--- config.mk ---
export PLATFORM = sky130hd
export DESIGN_NAME = mux_sel_arbiter
export DESIGN_NICKNAME = d
export VERILOG_FILES = /design/src/rtl/mux_sel_arbiter.sv
export SDC_FILE = /design/constraint.sdc
export NUM_CORES = 1
export LEC_CHECK = 0
export CAP_MARGIN = 40
export CORE_MARGIN = 4
export CORE_UTILIZATION = 48
export CTS_BUF_LIST = sky130_fd_sc_hd__clkbuf_4
export DETAILED_ROUTE_END_ITERATION = 8
export PLACE_DENSITY_LB_ADDON = 0.08
export SYNTH_ARGS = -nofsm -noshare
export SYNTH_HDL_FRONTEND = slang
export SYNTH_SLANG_ARGS = --single-unit
--- constraint.sdc ---
create_clock -name clk -period 2.15 [get_ports clk]
set_clock_uncertainty 0.15 [all_clocks]
set_input_delay 0.215 -clock clk [delete_from_list [all_inputs] [get_ports clk]]
set_output_delay 0.215 -clock clk [all_outputs]
set_load 0.02 [all_outputs]
--- src/rtl/mux_sel_arbiter.sv ---
// Round-robin arbiter sharing the 32-bit 4:1 operand mux between four requesters.
// Grants are registered, capped at MAX_HOLD cycles, and separated by a turnaround cycle.
module mux_sel_arbiter #(
   parameter int unsigned MAX_HOLD = 16,
   parameter int unsigned CNT_W    = 8
) (
   input  logic             clk,
   input  logic             rst_f,
   input  logic [3:0]       req,
   input  logic [3:0]       rel,
   output logic [3:0]       gnt,
   output logic [1:0]       sel,
   output logic             busy,
   output logic [CNT_W-1:0] hold_cnt,
   output logic             timeout
);

   typedef enum logic [1:0] {IDLE, GRANT, TURN} state_t;

   localparam logic [CNT_W-1:0] HOLD_LAST = CNT_W'(MAX_HOLD - 1);

   state_t           state, state_d;
   logic [3:0]       gnt_d;
   logic [1:0]       sel_d, last, last_d, win, cand;
   logic             win_vld, busy_d, timeout_d, vol, forced;
   logic [CNT_W-1:0] cnt_d;

   always_ff @(posedge clk) begin
      if (!rst_f) begin
         state    <= IDLE;
         gnt      <= '0;
         sel      <= '0;
         busy     <= 1'b0;
         hold_cnt <= '0;
         timeout  <= 1'b0;
         last     <= 2'd3;
      end else begin
         state    <= state_d;
         gnt      <= gnt_d;
         sel      <= sel_d;
         busy     <= busy_d;
         hold_cnt <= cnt_d;
         timeout  <= timeout_d;
         last     <= last_d;
      end
   end

   always_comb begin
      state_d   = state;
      gnt_d     = gnt;
      sel_d     = sel;
      busy_d    = busy;
      cnt_d     = hold_cnt;
      timeout_d = 1'b0;
      last_d    = last;
      win       = '0;
      win_vld   = 1'b0;
      cand      = '0;

      // Scan from last+1 with wrap; i=4 lands back on last, giving it lowest priority.
      for (int unsigned i = 1; i <= 4; i++) begin
         cand = last + i[1:0];
         if (!win_vld && req[cand]) begin
            win     = cand;
            win_vld = 1'b1;
         end
      end

      vol    = rel[sel] | ~req[sel];
      forced = (hold_cnt == HOLD_LAST);

      case (state)
         IDLE: begin
            gnt_d  = '0;
            busy_d = 1'b0;
            cnt_d  = '0;
            if (win_vld) begin
               state_d = GRANT;
               gnt_d   = 4'(4'b0001 << win);
               sel_d   = win;
               busy_d  = 1'b1;
               last_d  = win;
            end
         end
         GRANT: begin
            if (vol || forced) begin
               state_d   = TURN;
               gnt_d     = '0;
               busy_d    = 1'b0;
               cnt_d     = '0;
               timeout_d = ~vol;
            end else begin
               cnt_d = hold_cnt + CNT_W'(1);
            end
         end
         TURN: begin
            state_d = IDLE;
            gnt_d   = '0;
            busy_d  = 1'b0;
            cnt_d   = '0;
         end
         default: begin
            state_d = IDLE;
            gnt_d   = '0;
            busy_d  = 1'b0;
            cnt_d   = '0;
         end
      endcase
   end

endmodule
# Word level (Yosys, flattened, before mapping)
# Cells that the tools add are included.
# word_totals
ff_bits,20
latch_bits,0
mem_bits_rw,0
romBits,0
inputBits,10
output_inout_bits,16
wordCells,67
n_memories,0
# op_classes
n_addsub,4
n_mul,0
n_div,0
n_lt_le_gt_ge,5
n_eq_ne,4
n_shift,1
n_mux,29
bitwise,5
n_reduce_logical,12
# ops
cell,count
$lt A2 B3 Y1 const B,5
$bmux W1 S2,6
$mux W1,12
$mux W2,6
$add A8 B1 Y8 const B,1
$eq A8 B4 Y1 const B,1
$mux W4,2
$pmux W4 S2,1
$add A2 B2 Y2 const B,2
$ne A2 B2 Y1 const B,2
$not A1 Y1,4
$pmux W2 S2,1
$reduce_and A2 Y1,2
$shl A1 B2 Y4 const A,1
$logic_and A1 B1 Y1,3
$logic_not A1 Y1,3
$reduce_and A3 Y1,1
$reduce_or A3 Y1,1
$add A2 B1 Y2 const B,1
$eq A2 B1 Y1 const B,1
$logic_not A2 Y1,1
$pmux W1 S2,1
$logic_or A1 B1 Y1,1
$or A1 B1 Y1,1

# Logic depth before layout (Yosys ltp)
# depth
word_depth,16
ltp_mapped,6
ltp_nobuf,5

# Worst setup path before layout
# OpenSTA, ideal clock, no wires.
# synth_path
kind,flip-flop to flip-flop
start,register sel[1]
end,register busy
arrival_ps,1664
required_time_ps,1933
setup_slack_ps,269
stages_incl_launch_ff,5
period_less_slack_ps,1881
path_cell_list,dfxtp_1 mux4_2 or3_1 buf_6 o21ai_2
# synth_via
elab_chain_cells,6
word_cells_on_any_way,8
# synth_lines
element,line,rtl
start: declaration,12,"output logic [1:0] sel,"
start signal: assignment,40,sel <= sel_d;
$bmux W1 S2,69,vol = rel[sel] | ~req[sel];
$mux W1 (implied by the code),69,
$not A1 Y1,69,
$or A1 B1 Y1 *,69,
$logic_or A1 B1 Y1 *,86,if (vol || forced) begin
$ne A2 B2 Y1 (no source line) *,--,
end signal: assignment,41,busy <= busy_d;
end: declaration,13,"output logic busy,"
# Every way passes the cells marked *; elsewhere a longest branch is shown, timed or not. The select of a mux whose other input is x is not followed.
# A chain may end at the register's enable or synchronous reset.

# Worst setup path in the final report
# layout_path
start,input req[0]
end,register busy
# layout_via
elab_chain_cells,14
word_cells_on_any_way,26
# layout_lines
element,line,rtl
start: declaration,9,"input logic [3:0] req,"
$bmux W1 S2,63,if (!win_vld && req[cand]) begin
$mux W1 (implied by the code),63,
$mux W1,63,
$logic_not A1 Y1,63,
$logic_and A1 B1 Y1,63,
$mux W1,63,
$logic_not A1 Y1,63,
$logic_and A1 B1 Y1,63,
$mux W1,63,
$logic_not A1 Y1,63,
$logic_and A1 B1 Y1,63,
$mux W1,63,
$mux W1,77,if (win_vld) begin
$pmux W1 S2,72,case (state)
# Several ways; a longest one is shown, not always the timed one. The select of a mux whose other input is x is not followed.

==> qor.yml <==
utilization_pct: 72.9
synth_top_area_share_pct: 45.2
syn_area_per_cell_um2: 9.53
grt_pass1_wl_um: 3370
crit_arrival_ns: 1.94
io_buffers: 25
start_util_pct: 50.8
slew_viol_final: 0
cp_max_fo: 9
grt_pass1_vias: 745
rrSetupSlack_ns: 0.33
ys_seq_area_share_pct: 45.2
wl_met3_um: 115
finalHoldViolCount: 0
max_freq_mhz: 541
hold_start: "gnt[2]$_SDFFE_PN0P_"
grt_overflow: 0
slew_headroom_pct: 84.2
ctsResizeCount: 0
hold_path.class: "register to register"
syn_inst: 93
max_slew.worst_pin.slew_ns: 0.236
rsz0062_at_grt: "false"
clk_pin_slew_worst_paths_ns: 0.11
clock-root-buffer: "clkbuf_4"
die_h_um: 51.0
maxCapViolCount: 0
outcome: "complete, no violations"
final_cell_area_um2: 1270
power.density_nw_per_um2: 739
cts_made_buffers: 3
synthTopCellsByArea: "dfxtp_1 (45%), nor2_2 (4.9%), xor2_1 (4.0%), nand2b_1 (3.5%), nand3_1 (3.4%)"
dieArea_um2: 2600
grt_max_degree: 13
place_hpwl_um: 1540
nNetsFinal: 141
num_vias: 781
synth_most_common_cell: "dfxtp_1"
critical_path_required_ns: 2.24
rows: 15
hold_buffers: 0
post-cts-setup-buffers: 0
drt-pass1-iter-count: 4
clock-sinks: 20
diodes: 0
synthTopCellsByCount: "dfxtp_1 (20), nor2_1 (7), nor2_2 (7)"
synth.distinct_cells: 37
async_flop_share_pct: 0
routedWlPerCell_um: 13.0
area_delta_synth_final_pct: 43.6
vdd_ir_drop_max_uv: 721
core_area_um2: 1750
critPathLaunchType: "input pin"
pin_count: 26
finalCriticalPeriod_ns: 1.85
synth-seq-cells: 20
track_usage_pct: 17.4
dpl_cell_area_um2: 1220
drt-met1-wl_um: 972
reg2reg_from: "hold_cnt[4]$_SDFF_PP0_"
path_class: "input pin to register"
yosysTopAreaCell: "dfxtp_1"
gp_congestion: 0.782
hold_depth: 1
drive_gt1_share_pct: 18.6
synth_ff_type: "dfxtp_1"
worstHoldEndpoint: "gnt[2]$_SDFFE_PN0P_"
synth_edf_count: 0
drc: 0
hold_slack_ns: 0.329
dieWidth_um: 51.0
cts_buffer_depth: 2
reg2reg_depth: 5
h-tree-depth: 1
via_per_inst: 5.07
syn_nets: 104
ant_nets: 0
syn-cell-area_um2: 886
clk-insertion-delay-late_ns: 0.30
antenna_found_initial: 0
finalPower_mw: 0.941
setup_viol: 0
drt-initial-drc-count: 14
fin_crit_sh_pct: 85.9
rr_endpoint: "gnt[0]$_SDFFE_PN0P_"
route.met2.wl_um: 901
crit_path_end_kind: "register"
total_leakage_power_nw: 0.485
yosysWarnings: 0
routed.top_layer: "met4"
cts_tree: "done"
drt_wl_total_um: 2000
[routing by layer]
metal | vias up | GRT usage, %
met1 | 355 | 21.1
li1 | 399 | -
met2 | 25 | 28.3
met3 | 2 | 6.71
met4 | 0 | 5.38
met5 | - | 0
[layout by cell type, fill, tap and decap left out, drive strengths merged, types with 3 or more instances in the layout]
master	n
buf	9
clkbuf	3
clkdlybuf4s50	25
dfxtp	20
nand2	4
nand2b	5
nand3	6
nor2	14
nor2b	3
o21ai	4
xor2	4
[area by class of cell]
type	count	area [um^2]
clock inverters	1	30.0
multi-input cells	69	463
flip-flops and latches	20	400
clock buffers	3	22.5
fillers	154	473
repair buffers	34	318
inverters	2	7.51
well taps	25	31.3
[power by group]
group          switching, mW  internal [mW]
Clock                  0.114          0.188
Combinational          0.103          0.107
Sequential            0.0236          0.404
[how the worst max path moves through the flow]
stage                                 from                     end  slack [ns]  cells after the start
detailed placement                  req[0]       busy$_SDFFE_PN0P_       -0.02                      6
finish                              req[0]       busy$_SDFFE_PN0P_        0.30                      6
floorplan              sel[1]$_SDFFE_PN0P_       busy$_SDFFE_PN0P_        0.27                      4
global route        hold_cnt[4]$_SDFF_PP0_     gnt[1]$_SDFFE_PN0P_        0.23                      5
CTS                                 req[0]  hold_cnt[4]$_SDFF_PP0_        0.29                      6
global placement                    req[1]  hold_cnt[5]$_SDFF_PP0_        0.03                      6
[cell families after synthesis]
logic type | after synthesis | synth area share, %
DFF | 20 | 45.2
muxes | 1 | 2.54
adders and majority gates | 1 | 1.41
and+or+nand+nor | 48 | 31.6
AOI/OAI and AO/OA | 13 | 10.7
xor gates and xnor gates | 6 | 5.93
buffers and inverters | 4 | 2.54
[critical path: stages]
cell	delay (ns)
clkdlybuf4s50_1	0.51
nand2b_1	0.07
mux4_2	0.46
or3_1	0.37
buf_4	0.19
o21ai_2	0.12
[registers in the layout, indices dropped and copies added, names as in the netlist]
name      cells
gnt           4
timeout       1
last          2
sel           2
state         2
busy          1
hold_cnt      8
[stage by stage]
stage,std cells,TNS (ns),setup slack [ns]
after detailed placement,150,-0.0290,-0.0185
after CTS,154,0,0.293
after global routing,154,0,0.229
after global placement,150,0,0.0267
final,154,0,0.302
after floorplan,93,0,0.269
Power figures use the tool's default switching activity.
